### config.mk
export PLATFORM = sky130hd
export DESIGN_NAME = tiny32_intc
export DESIGN_NICKNAME = d
export VERILOG_FILES = /design/src/rtl/tiny32_intc_pkg.sv /design/src/rtl/tiny32_intc_prio_sel.sv /design/src/rtl/tiny32_intc.sv
export SDC_FILE = /design/constraint.sdc
export NUM_CORES = 1
export LEC_CHECK = 0
export ABC_AREA = 1
export ABC_CLOCK_PERIOD_IN_PS = 13100
export CAP_MARGIN = 40
export CORE_MARGIN = 2
export CORE_UTILIZATION = 50
export DETAILED_ROUTE_END_ITERATION = 8
export PLACE_DENSITY = 0.76
export REMOVE_ABC_BUFFERS = 1
export SYNTH_ARGS = -nofsm -noshare
export SYNTH_HDL_FRONTEND = slang
export SYNTH_SLANG_ARGS = --single-unit
### constraint.sdc
create_clock -name clk -period 13.1 [get_ports clk]
set_clock_uncertainty 0.2 [all_clocks]
set_input_delay 3.93 -clock clk [delete_from_list [all_inputs] [get_ports clk]]
set_output_delay 3.93 -clock clk [all_outputs]
set_load 0.05 [all_outputs]
### src/rtl/tiny32_intc_pkg.sv
// Shared definitions for the tiny32 vectored interrupt controller: register
// map, STATUS field layout and the nesting stack entry.
package tiny32_intc_pkg;

    localparam logic [2:0] REG_ENABLE   = 3'd0;
    localparam logic [2:0] REG_MODE     = 3'd1;
    localparam logic [2:0] REG_PENDING  = 3'd2;
    localparam logic [2:0] REG_PRIORITY = 3'd3;
    localparam logic [2:0] REG_STATUS   = 3'd4;
    localparam logic [2:0] REG_SWTRIG   = 3'd5;

    localparam int STATUS_ERR_BIT   = 31;
    localparam int STATUS_DEPTH_LSB = 8;
    localparam int STATUS_LEVEL_LSB = 4;
    localparam int STATUS_ID_LSB    = 0;

    // One saved context: the level and active id that were current when a
    // nested interrupt was taken.
    typedef struct packed {
        logic [3:0] level;
        logic [3:0] id;
    } stack_entry_t;

    function automatic logic [31:0] pack_status(input logic       err,
                                                input logic [3:0] depth,
                                                input logic [3:0] level,
                                                input logic [3:0] id);
        logic [31:0] s;
        s = '0;
        s[STATUS_ERR_BIT]            = err;
        s[STATUS_DEPTH_LSB +: 4]     = depth;
        s[STATUS_LEVEL_LSB +: 4]     = level;
        s[STATUS_ID_LSB +: 4]        = id;
        return s;
    endfunction

endpackage

### src/rtl/tiny32_intc_prio_sel.sv
// Candidate filter and arbiter: picks the highest-priority pending, enabled
// channel whose priority beats the current level; ties go to the higher index.
module tiny32_intc_prio_sel
    import tiny32_intc_pkg::*;
#(
    parameter int CHANNELS  = 8,
    parameter int PRIO_BITS = 2
) (
    input  logic [CHANNELS-1:0]           cand_pending,
    input  logic [CHANNELS-1:0]           cand_enable,
    input  logic [CHANNELS*PRIO_BITS-1:0] prio_vec,
    input  logic [3:0]                    cur_level,
    output logic                          sel_valid,
    output logic [3:0]                    sel_channel,
    output logic [PRIO_BITS-1:0]          sel_prio
);

    logic [PRIO_BITS-1:0] p;

    // Ascending scan with >= so a later (higher) channel wins a priority tie
    always_comb begin
        sel_valid   = 1'b0;
        sel_channel = '0;
        sel_prio    = '0;
        p           = '0;
        for (int c = 0; c < CHANNELS; c++) begin
            p = prio_vec[c*PRIO_BITS +: PRIO_BITS];
            if (cand_pending[c] && cand_enable[c] &&
                ((int'(p) + 1) > int'(cur_level))) begin
                if (!sel_valid || (p >= sel_prio)) begin
                    sel_valid   = 1'b1;
                    sel_channel = 4'(c);
                    sel_prio    = p;
                end
            end
        end
    end

endmodule

### src/rtl/tiny32_intc.sv
// tiny32 vectored interrupt controller: synchronised IRQ inputs, edge/level
// pending, programmable priority and nested preemption with a level stack.
module tiny32_intc
    import tiny32_intc_pkg::*;
#(
    parameter int          CHANNELS     = 8,
    parameter int          PRIO_BITS    = 2,
    parameter int          NEST_DEPTH   = 4,
    parameter logic [31:0] VECTOR_BASE  = 32'h0,
    parameter int          VECTOR_SHIFT = 2
) (
    input  logic                clk,
    input  logic                nreset,
    input  logic [CHANNELS-1:0] irq_in,
    input  logic                cfg_we,
    input  logic [2:0]          cfg_addr,
    input  logic [31:0]         cfg_wdata,
    output logic [31:0]         cfg_rdata,
    output logic                int_req,
    output logic [3:0]          int_id,
    output logic [31:0]         int_vector,
    input  logic                int_ack,
    input  logic                int_return,
    output logic                wake
);

    localparam int PW = CHANNELS * PRIO_BITS;

    logic [CHANNELS-1:0]  sync1_q, sync1_d, sync2_q, sync2_d, sync3_q, sync3_d;
    logic [CHANNELS-1:0]  enable_q, enable_d, mode_q, mode_d, pend_q, pend_d;
    logic [PW-1:0]        prio_q, prio_d;
    logic                 err_q, err_d;
    logic [3:0]           level_q, level_d, active_q, active_d, depth_q, depth_d;
    stack_entry_t         stack_q [NEST_DEPTH];
    stack_entry_t         stack_d [NEST_DEPTH];
    logic                 int_req_q, int_req_d;
    logic [3:0]           int_id_q, int_id_d;
    logic [PRIO_BITS-1:0] req_prio_q, req_prio_d;
    logic [31:0]          int_vector_q, int_vector_d;
    logic                 wake_q, wake_d;
    logic [31:0]          cfg_rdata_q, cfg_rdata_d;

    logic [CHANNELS-1:0]  rise, w1c, sw_set, ack_clr, sel_pend;
    logic                 ack_ok, ret_ok;
    logic                 sel_valid;
    logic [3:0]           sel_channel;
    logic [PRIO_BITS-1:0] sel_prio;
    logic                 unused_wdata;

    assign unused_wdata = ^cfg_wdata;

    // Register writes, pending bits and the level/stack bookkeeping for ack and return
    always_comb begin
        sync1_d  = irq_in;
        sync2_d  = sync1_q;
        sync3_d  = sync2_q;
        enable_d = enable_q;
        mode_d   = mode_q;
        prio_d   = prio_q;
        err_d    = err_q;
        level_d  = level_q;
        active_d = active_q;
        depth_d  = depth_q;
        stack_d  = stack_q;
        w1c      = '0;
        sw_set   = '0;
        ack_clr  = '0;
        rise     = sync2_q & ~sync3_q;
        // A return in the same cycle wins; the ack is dropped and the core re-sees the request
        ack_ok   = int_ack && int_req_q && !int_return;
        ret_ok   = int_return && (depth_q != 4'd0);

        if (cfg_we) begin
            case (cfg_addr)
                REG_ENABLE:   enable_d = cfg_wdata[CHANNELS-1:0];
                REG_MODE:     mode_d   = cfg_wdata[CHANNELS-1:0];
                REG_PENDING:  w1c      = cfg_wdata[CHANNELS-1:0];
                REG_PRIORITY: prio_d   = cfg_wdata[PW-1:0];
                REG_STATUS:   if (cfg_wdata[STATUS_ERR_BIT]) err_d = 1'b0;
                REG_SWTRIG:   sw_set   = cfg_wdata[CHANNELS-1:0] & mode_q;
                default:      ;
            endcase
        end
        if (int_return && (depth_q == 4'd0)) begin
            err_d = 1'b1;
        end

        for (int c = 0; c < CHANNELS; c++) begin
            ack_clr[c] = ack_ok && (int_id_q == 4'(c + 1));
        end
        // Edge: sets beat clears. Level: mirrors the synchronised line.
        pend_d   = (mode_q & ((pend_q & ~(w1c | ack_clr)) | rise | sw_set)) |
                   (~mode_q & sync2_q);
        // Selection must not re-offer the channel being acknowledged this cycle
        sel_pend = pend_q & ~ack_clr;

        if (ret_ok) begin
            for (int i = 0; i < NEST_DEPTH; i++) begin
                if (4'(i) == (depth_q - 4'd1)) begin
                    level_d  = stack_q[i].level;
                    active_d = stack_q[i].id;
                end
            end
            depth_d = depth_q - 4'd1;
        end else if (ack_ok) begin
            for (int i = 0; i < NEST_DEPTH; i++) begin
                if (4'(i) == depth_q) begin
                    stack_d[i].level = level_q;
                    stack_d[i].id    = active_q;
                end
            end
            level_d  = 4'(int'(req_prio_q) + 1);
            active_d = int_id_q;
            depth_d  = depth_q + 4'd1;
        end
    end

    tiny32_intc_prio_sel #(
        .CHANNELS  (CHANNELS),
        .PRIO_BITS (PRIO_BITS)
    ) u_prio_sel (
        .cand_pending (sel_pend),
        .cand_enable  (enable_q),
        .prio_vec     (prio_q),
        .cur_level    (level_d),
        .sel_valid    (sel_valid),
        .sel_channel  (sel_channel),
        .sel_prio     (sel_prio)
    );

    // Request outputs judged against the post-ack/return state, plus wake and read mux
    always_comb begin
        int_req_d    = sel_valid && (depth_d != 4'(NEST_DEPTH));
        int_id_d     = int_req_d ? (sel_channel + 4'd1) : 4'd0;
        req_prio_d   = sel_prio;
        int_vector_d = VECTOR_BASE + (32'(int_id_d) << VECTOR_SHIFT);
        wake_d       = |(pend_q & enable_q);
        cfg_rdata_d  = '0;
        case (cfg_addr)
            REG_ENABLE:   cfg_rdata_d = 32'(enable_q);
            REG_MODE:     cfg_rdata_d = 32'(mode_q);
            REG_PENDING:  cfg_rdata_d = 32'(pend_q);
            REG_PRIORITY: cfg_rdata_d = 32'(prio_q);
            REG_STATUS:   cfg_rdata_d = pack_status(err_q, depth_q, level_q, active_q);
            default:      cfg_rdata_d = '0;
        endcase
    end

    // State registers; reset discards any in-flight handler context
    always_ff @(posedge clk) begin
        if (!nreset) begin
            sync1_q      <= '0;
            sync2_q      <= '0;
            sync3_q      <= '0;
            enable_q     <= '0;
            mode_q       <= '0;
            pend_q       <= '0;
            prio_q       <= '0;
            err_q        <= 1'b0;
            level_q      <= '0;
            active_q     <= '0;
            depth_q      <= '0;
            for (int i = 0; i < NEST_DEPTH; i++) begin
                stack_q[i] <= '0;
            end
            int_req_q    <= 1'b0;
            int_id_q     <= '0;
            req_prio_q   <= '0;
            int_vector_q <= VECTOR_BASE;
            wake_q       <= 1'b0;
            cfg_rdata_q  <= '0;
        end else begin
            sync1_q      <= sync1_d;
            sync2_q      <= sync2_d;
            sync3_q      <= sync3_d;
            enable_q     <= enable_d;
            mode_q       <= mode_d;
            pend_q       <= pend_d;
            prio_q       <= prio_d;
            err_q        <= err_d;
            level_q      <= level_d;
            active_q     <= active_d;
            depth_q      <= depth_d;
            stack_q      <= stack_d;
            int_req_q    <= int_req_d;
            int_id_q     <= int_id_d;
            req_prio_q   <= req_prio_d;
            int_vector_q <= int_vector_d;
            wake_q       <= wake_d;
            cfg_rdata_q  <= cfg_rdata_d;
        end
    end

    assign cfg_rdata  = cfg_rdata_q;
    assign int_req    = int_req_q;
    assign int_id     = int_id_q;
    assign int_vector = int_vector_q;
    assign wake       = wake_q;

endmodule

==> flow_summary.json, run 1 <==
{
  "grt_max_degree": 49,
  "fmax_mhz": 80.57,
  "dr.pass1.iters": 5,
  "dp_hpwl_um": 12700,
  "critPathLaunchType": "input pin",
  "finish.net_count": 1133,
  "layout_min_cycle_time_ns": 12.41,
  "grt_pass1_vias": 5702,
  "synthAdderAreaFrac": 0.07635,
  "coreArea_sq_um": 13990,
  "relSlewSlack": 0.4006,
  "vias": 6564,
  "ios": 118,
  "synth_area_sq_um": 7211,
  "clockBufferDepth": 2,
  "synth_cell_types": 50,
  "drive_gt1_frac": 0.1157,
  "die_w_um": 124.1,
  "worst_slew_pin_slew_ns": 0.8958,
  "routed_wirelength_um": 17550,
  "overflow": 0,
  "finalPower_w": 0.001295,
  "fin_area_sq_um": 8472,
  "hp-class": "reg2reg",
  "viasPerCell": 5.319,
  "crit_type": "in2reg",
  "synth_ff_type": "dfxtp_1",
  "cp.required_ns": 13.25,
  "muxShareOfSynthArea": 0,
  "cts_max_level": 4,
  "gp_congestion": 0.8771,
  "crit_family": "simple AND/OR/NAND/NOR gates",
  "synthArstFlopShare": 0,
  "syn_avg_cell_area_sq_um": 7.358,
  "place_area_sq_um": 7790,
  "synth_xor_area_frac": 0.002429,
  "synth_edf_count": 0,
  "power_leakage_nw": 3.855,
  "seq_area_frac_synth": 0.3720,
  "syn_inst": 980,
  "setup_viol_count_final": 0,
  "antenna_found_initial": 0,
  "grt_pass1_wl_um": 27970,
  "clk_pin_slew_ns": 0.06,
  "crit_path_end_kind": "flop",
  "min_period_over_period": 0.9474,
  "track_usage": 0.2360,
  "num_antenna_cells": 0,
  "vdd_drop_max_uv": 97.95,
  "die_y_um": 124.1,
  "critPathMaxStageDelay_ns": 0.52,
  "max_cap_violations": 0,
  "drt_iter0_markers": 539,
  "yosys.area_share.simple": 0.2202,
  "die_area_sq_um": 15400,
  "worst-path-max-fanout": 7,
  "route.detailed.drc": 0,
  "critPathArrivalTime_ns": 12.56,
  "ys.warnings.count": 0,
  "cp.buffers_inverters": 14,
  "powerDensity_nw_per_um2": 152.8,
  "row_count": 43,
  "final_hold_viol_count": 0,
  "slew_violations": 0,
  "cts_sinks": 134,
  "cts-root-buf": "clkbuf_16",
  "synth-seq-cells": 134,
  "wire_per_inst_um": 14.22,
  "synth-compound-area-share": 0.1912,
  "cts_tree": "built",
  "min_path_cells": 2,
  "outcome": "finished clean",
  "start_util": 0.5155,
  "slowest_stage": "clkdlybuf4s50_1",
  "cp_common_cell": "nand2_1",
  "path_depth": 70,
  "hold_slack_ns": 0.2135,
  "port_buffers": 59,
  "antenna_left": 0,
  "ff2ff_path_depth": 77,
  "synth_top_family_by_area": "simple AND/OR/NAND/NOR gates",
  "syn_to_final_growth_pct": 17.49,
  "hold_buffers": 0,
  "fin_util": 0.6056,
  "clock_latency_ns": 0.43,
  "cts_buffers": 17
}
==> flip-flops by register name (all words and copies together), names as in the netlist <==
register	count
active_q	4
cfg_rdata	17
depth_q	4
enable_q	8
err_q	1
int_req	1
int_vector	4
level_q	4
mode_q	8
pend_q	8
prio_q	16
req_prio_q	2
stack_q	32
sync1_q	8
sync2_q	8
sync3_q	8
wake	1
==> placed cells by master (no fill, tap or decap), types with 7 or more instances in the layout <==
cell type	count
dfxtp_1	134
ha_1	44
a211oi_1	9
nor2_2	10
nand2_2	18
buf_4	20
a31o_2	7
o211ai_1	8
clkdlybuf4s50_1	58
o22ai_1	8
a221oi_1	13
nor2_1	55
nor3_1	13
conb_1	43
nand2_1	173
o21ai_0	72
nand3_1	47
inv_2	10
clkbuf_16	17
nand4_1	8
a21oi_1	96
inv_1	121
==> routing by layer <==
metal | share of wire | GRT usage
met1 | 0.46 | 0.3092
met2 | 0.47 | 0.3842
met3 | 0.058 | 0.06044
met4 | 0.013 | 0.06742
met5 | 0 | 0
==> cell type report <==
class	count	area, sq um
Tap cell	180	225.2
Timing Repair Buffer	80	750.7
Multi-Input combinational cell	676	3737
Clock buffer	18	429.2
Clock inverter	14	151.4
Sequential cell	134	2683
Inverter	132	495.5
Fill cell	1265	5517
==> worst reg2reg max path, delay by kind of cell, from the launching register on <==
family / cells / cell delay, ns
compound gates: 14 / 1.94
buf+inv: 13 / 0.89
simple gates: 40 / 3.95
fa+ha+maj: 10 / 2.50
flops: 1 / 0.49
==> kinds of logic after synthesis <==
family	Yosys count
compound gates	238
flops	134
buf+inv	212
fa+ha+maj	44
simple gates	349
other cells	1
xor+xnor	2
==> final timing paths <==
kind | start | to | slack, ns
max | int_return | int_vector[4]$_SDFF_PN0_ | 0.69
min | sync1_q[7]$_SDFF_PN0_ | sync2_q[7]$_SDFF_PN0_ | 0.21
max reg2reg | depth_q[1]$_SDFF_PN0_ | int_vector[4]$_SDFF_PN0_ | 3.04
min reg2reg | sync1_q[7]$_SDFF_PN0_ | sync2_q[7]$_SDFF_PN0_ | 0.21
==> stage by stage <==
stage,setup TNS [ns],worst slack (ns),instances
2_1_floorplan,0,0.5970,942
5_1_grt,-0.02419,-0.01492,1234
6_report,0,0.6889,1234
4_1_cts,0,0.2900,1226
3_3_place_gp,0,0.006672,1193
3_5_place_dp,-0.1487,-0.07635,1194
==> where the power goes <==
| part | switching [W] | internal [W] | total [W] |
|---|---|---|---|
| sequential | 0.0000184 | 0.000431 | 0.000450 |
| clock | 0.000191 | 0.000282 | 0.000473 |
| combinational | 0.000255 | 0.000118 | 0.000373 |
==> timing repair <==
item	4_1_cts	5_1_grt
setup endpoints to repair	0	6
buffers inserted	0	8
gates resized for setup	0	14
==> synth_stat cells (3+ instances only) <==
cell type,instances,area (sq um)
a211oi_1,9,67.56
a21oi_1,96,480.5
a221oi_1,15,131.4
a31o_2,7,61.31
a31oi_1,5,31.28
and2_1,3,18.77
buf_1,3,11.26
buf_4,47,352.8
clkbuf_1,26,97.59
dfxtp_1,134,2683
ha_1,44,550.5
inv_1,123,461.7
inv_2,8,30.03
nand2_1,174,653.1
nand2_2,18,112.6
nand3_1,47,235.2
nand4_1,8,50.05
nor2_1,60,225.2
nor2_2,5,31.28
nor2_4,4,45.04
nor3_1,14,70.07
o211ai_1,8,60.06
o21ai_0,73,365.4
o21ai_1,5,25.02
o22ai_1,8,50.05
or2_2,3,18.77
Power figures use the tool's default switching activity.
==> run 2, diff against run 1 <==
CELL_PAD_IN_SITES_DETAIL_PLACEMENT = 1   (was not set)
CELL_PAD_IN_SITES_GLOBAL_PLACEMENT = 2   (was not set)
CORE_UTILIZATION = 30   (was 50)
PLACE_DENSITY = not set   (was 0.76)
PLACE_DENSITY_LB_ADDON = 0.1   (was not set)
==> run 2 against run 1 <==
Against the previous run:
- final area grew 2.8%
- worst setup slack improved by 0.14 ns
- core utilization down 24 points
- sequential share of layout area down 0.86 points
- wire length is 32% higher
==> flow_summary.json, run 2 (synthesized netlist as in run 1, its figures left out) <==
{
  "outcome": "finished clean",
  "antenna_found_initial": 0,
  "cp.buffers_inverters": 12,
  "slowest_stage": "clkdlybuf4s50_1",
  "rr_startpoint": "depth_q[1]$_SDFF_PN0_",
  "clock_latency_ns": 0.43,
  "dp_worst_setup_slack_ns": -0.3151,
  "hold_buffers": 0,
  "min_period_over_period": 0.9368,
  "final_hold_viol_count": 0,
  "track_usage": 0.1845,
  "min_from": "sync1_q[4]$_SDFF_PN0_",
  "max_cap_violations": 0,
  "cts_tree": "built",
  "syn_to_final_growth_pct": 20.77,
  "clk_pin_slew_ns": 0.07,
  "antenna_left": 0,
  "cp_common_cell": "nand2_1",
  "routed_wirelength_um": 23120,
  "largest_register": "stack_q",
  "viasPerCell": 4.733,
  "die_y_um": 159.0,
  "worst_slew_pin_slew_ns": 0.9065,
  "fmax_mhz": 81.49,
  "instances_no_fill": 1377,
  "critPathLaunchType": "input pin",
  "fin_area_sq_um": 8708,
  "cts_max_level": 4,
  "dp_hpwl_um": 17350,
  "route.detailed.drc": 0,
  "clockBufferDepth": 2,
  "die_w_um": 159.0,
  "num_antenna_cells": 0,
  "port_buffers": 59,
  "min_path_cells": 2,
  "cts_sinks": 134,
  "crit_type": "in2reg",
  "r2r_slack_ns": 2.88,
  "vdd_drop_max_uv": 57.80,
  "path_depth": 72,
  "layout_min_cycle_time_ns": 12.27,
  "critPathArrivalTime_ns": 12.39,
  "ff2ff_path_depth": 78,
  "hp-class": "reg2reg",
  "gp_congestion": 0.7601,
  "layout_commonest_cell": "nand2_1",
  "worstSetupEndpoint": "int_vector[4]$_SDFF_PN0_",
  "dr.pass1.iters": 4,
  "grt_max_degree": 61,
  "slew_violations": 0,
  "grt_pass1_vias": 6582,
  "row_count": 56,
  "startpoint": "int_ack",
  "crit_family": "simple AND/OR/NAND/NOR gates",
  "fin_ws_ns": 0.8286,
  "ios": 118,
  "largest_register_ffs": 32,
  "setup_viol_count_final": 0,
  "grt_pass1_wl_um": 36400,
  "timing.rr.end": "int_vector[4]$_SDFF_PN0_",
  "worst-path-max-fanout": 7,
  "start_util": 0.3063,
  "layout_common_cells": "nand2_1, dfxtp_1, inv_1",
  "relSlewSlack": 0.3924,
  "fin_util": 0.3699,
  "finish.net_count": 1137,
  "cp.required_ns": 13.22,
  "drive_gt1_frac": 0.1248,
  "place_area_sq_um": 7996,
  "vias": 6517,
  "powerDensity_nw_per_um2": 152.3,
  "wire_per_inst_um": 16.79,
  "power_leakage_nw": 3.882,
  "critPathMaxStageDelay_ns": 0.48,
  "drt_iter0_markers": 238,
  "nFillCells": 2931,
  "die_area_sq_um": 25290,
  "cts-root-buf": "clkbuf_16",
  "dp.cells": 1337,
  "coreArea_sq_um": 23540,
  "cts_buffers": 17,
  "tns_ns": 0,
  "crit_path_end_kind": "flop",
  "overflow": 0
}
[run 2: cell count changes in the layout (fill, tap and decap cells not counted), sizes merged]
cell           delta
buf               +4
bufinv            -2
clkbuf            -1
clkdlybuf4s50     -1
clkinv            -2
dlymetal6s2s      +1
inv               +5
[run 2: final cells by class]
class,count,area (sq um),share of cell area
multi-input combinational,676,3774,0.4333
inverter,132,495.5,0.05690
tap,319,399.1,0.04583
clock buffer,17,425.4,0.04885
timing repair buffer,84,775.7,0.08908
clock inverter,15,156.4,0.01796
sequential,134,2683,0.3080
[run 2: worst min-delay path, delay by kind of cell (launching register included)]
| kind | cells | cell delay (ns) |
|---|---|---|
| DFF | 1 | 0.31 |
| and+or+nand+nor | 1 | 0.04 |
| buffers and inverters | 1 | 0.04 |
[run 2: power breakdown]
part	internal [W]	switching, W	leakage (nW)	total (W)
clock	0.000254	0.000224	0.280	0.000478
combinational	0.000122	0.000276	2.51	0.000398
sequential	0.000431	0.0000204	1.09	0.000451
total	0.000807	0.000520	3.88	0.00133
[run 2: metal layers]
metal  part of all wire  wire [um]  GRT usage
met4              0.011        255    0.04793
met1               0.49      11220     0.2415
met2               0.48      11020     0.3138
met3              0.027        619    0.03256
met5                  0          0          0
[run 2: worst min path at each step]
stage	end	slack [ns]
detailed placement	sync2_q[7]$_SDFF_PN0_	0.20
global placement	sync2_q[2]$_SDFF_PN0_	0.19
finish	sync2_q[4]$_SDFF_PN0_	0.20
global route	sync2_q[3]$_SDFF_PN0_	0.24
CTS	sync2_q[4]$_SDFF_PN0_	0.20
floorplan	sync2_q[0]$_SDFF_PN0_	0.19
[run 2: timing repair]
action	CTS	global route
endpoints found under the setup margin	0	6
buffers inserted	0	8
gates resized for setup	0	20
[run 2: per-stage QoR]
| step | hold slack [ns] | total power, W |
|---|---|---|
| 6_report | 0.2022 | 0.001327 |
| 5_1_grt | 0.2389 | 0.001412 |
| 4_1_cts | 0.2044 | 0.001344 |
| 3_5_place_dp | 0.1988 | 0.0008567 |
| 3_3_place_gp | 0.1936 | 0.0008530 |
| 2_1_floorplan | 0.1900 | 0.0007210 |
